### src/rtl/spi_ram_burst.sv
// spi_ram_burst: SPI command decoder over a single-port RAM with burst auto-increment, optional output register and error flags
module spi_ram_burst #(
  parameter int ADDR_SIZE = 8,
  parameter int MEM_DEPTH = 256,
  parameter int AUTO_INC  = 1,
  parameter int OUT_REG   = 0
) (
  input  logic                 CLK,
  input  logic                 rst,
  input  logic [ADDR_SIZE+1:0] din,
  input  logic                 rx_valid,
  output logic [ADDR_SIZE-1:0] dout,
  output logic                 tx_valid,
  output logic                 addr_err,
  output logic                 seq_err
);
  localparam logic [ADDR_SIZE:0]   DEPTH = (ADDR_SIZE+1)'(MEM_DEPTH);
  localparam logic [ADDR_SIZE-1:0] LAST  = ADDR_SIZE'(MEM_DEPTH - 1);
  logic [ADDR_SIZE-1:0] mem [MEM_DEPTH];
  logic [1:0]           cmd;
  logic [ADDR_SIZE-1:0] payload, wr_addr, rd_addr, wr_next, rd_next, rd_data;
  logic                 in_range, rd_armed, rd_fire, rd_valid, wr_fire;
  assign cmd      = din[ADDR_SIZE+1:ADDR_SIZE];
  assign payload  = din[ADDR_SIZE-1:0];
  assign in_range = {1'b0, payload} < DEPTH;
  assign wr_fire  = !rst && rx_valid && cmd == 2'b01;
  assign rd_fire  = rx_valid && cmd == 2'b11 && rd_armed;
  always_comb begin
    wr_next = (AUTO_INC != 0) ? ((wr_addr == LAST) ? '0 : wr_addr + 1'b1) : wr_addr;
    rd_next = (AUTO_INC != 0) ? ((rd_addr == LAST) ? '0 : rd_addr + 1'b1) : rd_addr;
  end
  // memory is deliberately left out of reset so its contents survive it
  always_ff @(posedge CLK)
    if (wr_fire) mem[wr_addr] <= payload;
  always_ff @(posedge CLK)
    if (rst) begin
      wr_addr  <= '0;
      rd_addr  <= '0;
      rd_armed <= 1'b0;
      rd_data  <= '0;
      rd_valid <= 1'b0;
      addr_err <= 1'b0;
      seq_err  <= 1'b0;
    end else begin
      rd_valid <= rd_fire;
      addr_err <= rx_valid && !cmd[0] && !in_range;
      seq_err  <= rx_valid && cmd == 2'b11 && !rd_armed;
      if (rd_fire) begin
        rd_data <= mem[rd_addr];
        rd_addr <= rd_next;
      end
      if (rx_valid && cmd == 2'b00 && in_range) wr_addr <= payload;
      if (rx_valid && cmd == 2'b01) wr_addr <= wr_next;
      if (rx_valid && cmd == 2'b10 && in_range) begin
        rd_addr  <= payload;
        rd_armed <= 1'b1;
      end
    end
  if (OUT_REG != 0) begin : g_oreg
    always_ff @(posedge CLK)
      if (rst) begin
        dout     <= '0;
        tx_valid <= 1'b0;
      end else begin
        tx_valid <= rd_valid;
        if (rd_valid) dout <= rd_data;
      end
  end else begin : g_direct
    assign dout     = rd_data;
    assign tx_valid = rd_valid;
  end
endmodule

### config.mk
export PLATFORM = sky130hd
export DESIGN_NAME = spi_ram_burst
export DESIGN_NICKNAME = d
export VERILOG_FILES = /design/src/rtl/spi_ram_burst.sv
export SDC_FILE = /design/constraint.sdc
export NUM_CORES = 2
export LEC_CHECK = 0
export ABC_CLOCK_PERIOD_IN_PS = 2370
export BUFFER_PORTS_ARGS = -buffer_cell sky130_fd_sc_hd__buf_2
export CAP_MARGIN = 5
export CORE_UTILIZATION = 48
export DETAILED_ROUTE_END_ITERATION = 7
export GPL_TIMING_DRIVEN = 0
export HOLD_SLACK_MARGIN = 0.05
export PLACE_DENSITY = 0.68
export REMOVE_ABC_BUFFERS = 1
export SETUP_SLACK_MARGIN = 0.02
export SKIP_LAST_GASP = 1
export SLEW_MARGIN = 25
export SYNTH_ARGS = -nofsm -noshare
export SYNTH_HDL_FRONTEND = slang
export SYNTH_SLANG_ARGS = --single-unit
### constraint.sdc
create_clock -name CLK -period 2.37 [get_ports CLK]
set_input_delay 0.237 -clock CLK [delete_from_list [all_inputs] [get_ports CLK]]
set_output_delay 0.237 -clock CLK [all_outputs]
set_load 0.05 [all_outputs]
==> impl_results.md <==
* Period Utilization, post-route at 131%
* Ratio of routed vias to standard cells at 6.32
* Total power divided by cell area at 782 nW/µm²
* Min-delay src: din[9]
* Wire length of the first global-routing pass at 294,000 µm
* Number of flops mapped to enable cells by yosys at 2,048
* Fraction of registers with async set or reset after synthesis at 0%
* Area of the multi-input gates at 19,400 µm²
* Worst hold margin at 0.124 ns
* Max FO, Critical Path at 16
* Flip-flop cell with the highest count after synthesis: edfxtp_1
* Area growth from synthesis to layout at 17.4%
* CTS sink cnt at 2,075
* Critical-path cell with the highest stage delay: nor2_1
* Fill cell instance count of the final layout at 11,943
* Number of vias after detailed routing at 42,541
* Number of ports placed on the die boundary at 24
* IO Port Bufs at 22
* Final worst path period need at 3.09 ns
* Final Util at 56.8%
* Final setup slack of the worst path at -0.724 ns
* Violations in the final reports: negative setup slack
* Hold Crit Depth at 5
* Max_slew headroom at 13.9%
* Final slew viol count at 0
* Largest net degree at the start of global routing at 117
* Height of the die at 413 µm
* Vias in the first global route at 42,113
* Depth of the worst register-to-register path at 3
* Clock tree from TritonCTS: done
* Fmax achieved at 323 MHz
* Flops & latches, synth at 2,075
* Register area share after synthesis at 76.4%
* Instance area at placement at 84,400 µm²
* Slowest stage delay, CP at 0.94 ns
* Cts bufs inserted at 195
* Slack of the worst reg-to-reg path at -0.67 ns
* Result of the run: finished with violations
* Synthesized area at 81,200 µm²
* Unique cell type count in the Yosys netlist at 66
* Max Root-Sink Buffers at 3
* Number of failing setup endpoints in the final timing report at 2,058
* Share of layout cells above drive strength 1 at 26.2%
* Hold EP: wr_addr[5]$_SDFFE_PP0P_
* Capture point of the worst reg-to-reg path: mem[207][1]$_DFFE_PP_
* Number of nets with antenna violations after routing at 0
* Worst Clk Skew at 0.0335 ns
* Total instance count after detailed placement at 6,174
* Total routing resource utilization after global routing at 24.0%
* Slew of the pin with the lowest slew margin at 1.29 ns
* Chain of cells forming the critical path: buf_2, dlygate4sd3_1, inv_1, nor2_1, and3_1, nand2_2, nor2_1
* Overflow after GRT at 0
* Routability cong. at 0.813
* Peak supply drop at 778 µV
* Clock Pin Slew Worst Setup and Hold Paths at 0.06 ns
* Horizontal extent of the die at 413 µm
* Initial Utilization at 48.4%
* Area share of the largest cell type after synthesis at 75.8%
* Yosys top cell by area: edfxtp_1
* Number of antenna violations at the first check in global routing at 5
* Die footprint at 171,000 µm²
* Dpl ws at -2.22 ns
* Mean post-synth cell area at 19.7 µm²
* Max_cap viols at 0
* Required time at the endpoint of the critical path at 2.81 ns
* Worst hold path type: input port to flip-flop
* Synth warn at 0
* Footprint of the flip-flops and latches at 62,100 µm²
* Starting DRC count in detailed routing at 5,484
* Worst flop-to-flop path startpoint: wr_addr[6]$_SDFFE_PP0P_
* Number of H-tree levels at 4
* Unrepaired setup endpoints after global routing: yes
* Final WL at 208,000 µm
* Num rows at 150
* Number of iterations in the first detailed-routing pass at 6
* Post-Synthesis Cells at 4,126
* Final cell count without fillers at 6,728
* Detail-routed net length per standard cell at 31.0 µm
* Capturing element type of the critical path: flip-flop
* DRC violation count after routing at 0
* Worst path arrival time at 3.53 ns
* Final cell area excluding filler cells at 95,200 µm²
* HPWL reported at the end of detailed placement at 117,000 µm
* P_leak at 0.0286 µW
* Kind of launch point of the worst setup path: input port
* Worst setup path category: input port to flip-flop
* Final hold viol count at 0
* Floorplan core area at 168,000 µm²
* Cells taking the most area after synthesis: edfxtp_1 (76%), mux4_2 (9.5%), mux2i_1 (4.2%)
* Nets@finish at 4,382
* Clock tree root buffer cell: clkbuf_16
* Clock insertion delay at the later pin of the skew report at 0.83 ns
* Most common cell type on the critical path: nor2_1
[routing by layer]
layer	part of all wire, %	GRT usage [%]	vias up
li1	-	-	17571
met1	39	33.0	22183
met2	48	38.1	2341
met3	10	5.21	442
met4	3.6	8.00	4
met5	0.012	0	-
[synthesized netlist by cell type (3+ instances only)]
master and number:
a2111oi_0 36, a2111oi_1 5, a211oi_1 35, a21o_1 5
a21oi_1 102, a221oi_1 28, a22oi_1 40, a31oi_1 4
and2_1 9, and3_1 11, buf_1 18, buf_12 10
buf_2 49, buf_4 51, buf_6 26, clkbuf_1 90
clkbuf_8 3, dfxtp_1 27, edfxtp_1 2048, ha_1 5
inv_1 6, mux2i_1 339, mux4_1 12, mux4_2 341
nand2_1 154, nand2b_1 8, nand3_1 36, nand4_1 14
nor2_1 297, nor2b_1 16, nor3_1 21, nor4_1 7
o211ai_1 9, o211ai_2 5, o21ai_0 61, o221ai_1 63
o22ai_1 89, o32a_1 4, or3_1 7, or4_1 3
[state kept, by name, indices dropped and copies added (netlist names)]
register and count:
mem 2048, wr_addr 8, rd_addr 8, seq_err 1, dout 8, tx_valid 1
rd_armed 1
[cell type report]
class / instances / area share, %
well taps: 2204 / 2.90
multi-input cells: 1799 / 20.3
repair buffers: 285 / 5.00
flip-flops and latches: 2075 / 65.2
repair inverters: 1 / 0.00920
inverters: 7 / 0.0657
diodes: 4 / 0.0105
clock inverters: 112 / 1.15
clock buffers: 241 / 5.39
[worst max-delay path by stage]
stage / startpoint / end / cells past startpoint
3_5_place_dp: rd_addr[0]$_SDFFE_PP0P_ / dout[1]$_SDFFE_PP0P_ / 10
6_report: din[8] / mem[72][4]$_DFFE_PP_ / 7
3_3_place_gp: rd_addr[0]$_SDFFE_PP0P_ / dout[5]$_SDFFE_PP0P_ / 6
4_1_cts: rd_addr[0]$_SDFFE_PP0P_ / dout[1]$_SDFFE_PP0P_ / 10
5_1_grt: din[8] / mem[56][1]$_DFFE_PP_ / 7
2_1_floorplan: rd_addr[0]$_SDFFE_PP0P_ / dout[0]$_SDFFE_PP0P_ / 7
[placed cells by master (no fill, tap or decap), types with 47 or more instances in the layout]
| cell type | netlist | layout |
|---|---|---|
| clkinv_1 | 0 | 47 |
| mux2i_1 | 339 | 334 |
| buf_4 | 51 | 105 |
| nor2_2 | 0 | 63 |
| nor2_1 | 297 | 196 |
| nand2_1 | 154 | 125 |
| a21oi_1 | 102 | 86 |
| clkbuf_16 | 0 | 207 |
| o221ai_1 | 63 | 49 |
| o22ai_1 | 89 | 84 |
| buf_16 | 0 | 69 |
| mux4_2 | 341 | 343 |
| edfxtp_1 | 2048 | 2048 |
[critical path, delay by kind of cell]
kind,cells,cell delay [ns]
and+or+nand+nor,4,2.17
buffers and inverters,3,1.10
[repair_timing]
item	in CTS	in global routing
endpoints found under the setup margin	2059	2060
hold buffers	20	0
hold endpoints to repair	554	0
cloned	37	9
setup buffers	56	75
pin swaps	20	36
gates resized for setup	252	183
[cell families after synthesis]
kind of cell,synth area share (%)
AOI/OAI and AO/OA,4.29
xor gates and xnor gates,0.0108
buffers and inverters,1.98
muxes,14.0
DFF,76.4
and+or+nand+nor,3.14
other,0.00462
adders and majority gates,0.0771
[power breakdown]
part           internal [µW]  switching, µW
sequential             40300           48.3
combinational           1290           2050
clock                  17400          13400
[per-stage QoR]
| stage | TNS [ns] | power, µW |
|---|---|---|
| 3_5_place_dp | -1366.62 | 43800 |
| 5_1_grt | -1054.51 | 76100 |
| 3_3_place_gp | -8432.23 | 45200 |
| 6_report | -916.08 | 74500 |
| 4_1_cts | -696.82 | 74400 |
| 2_1_floorplan | -340.23 | 43400 |
No activity file was read; power rests on OpenSTA's default activity.
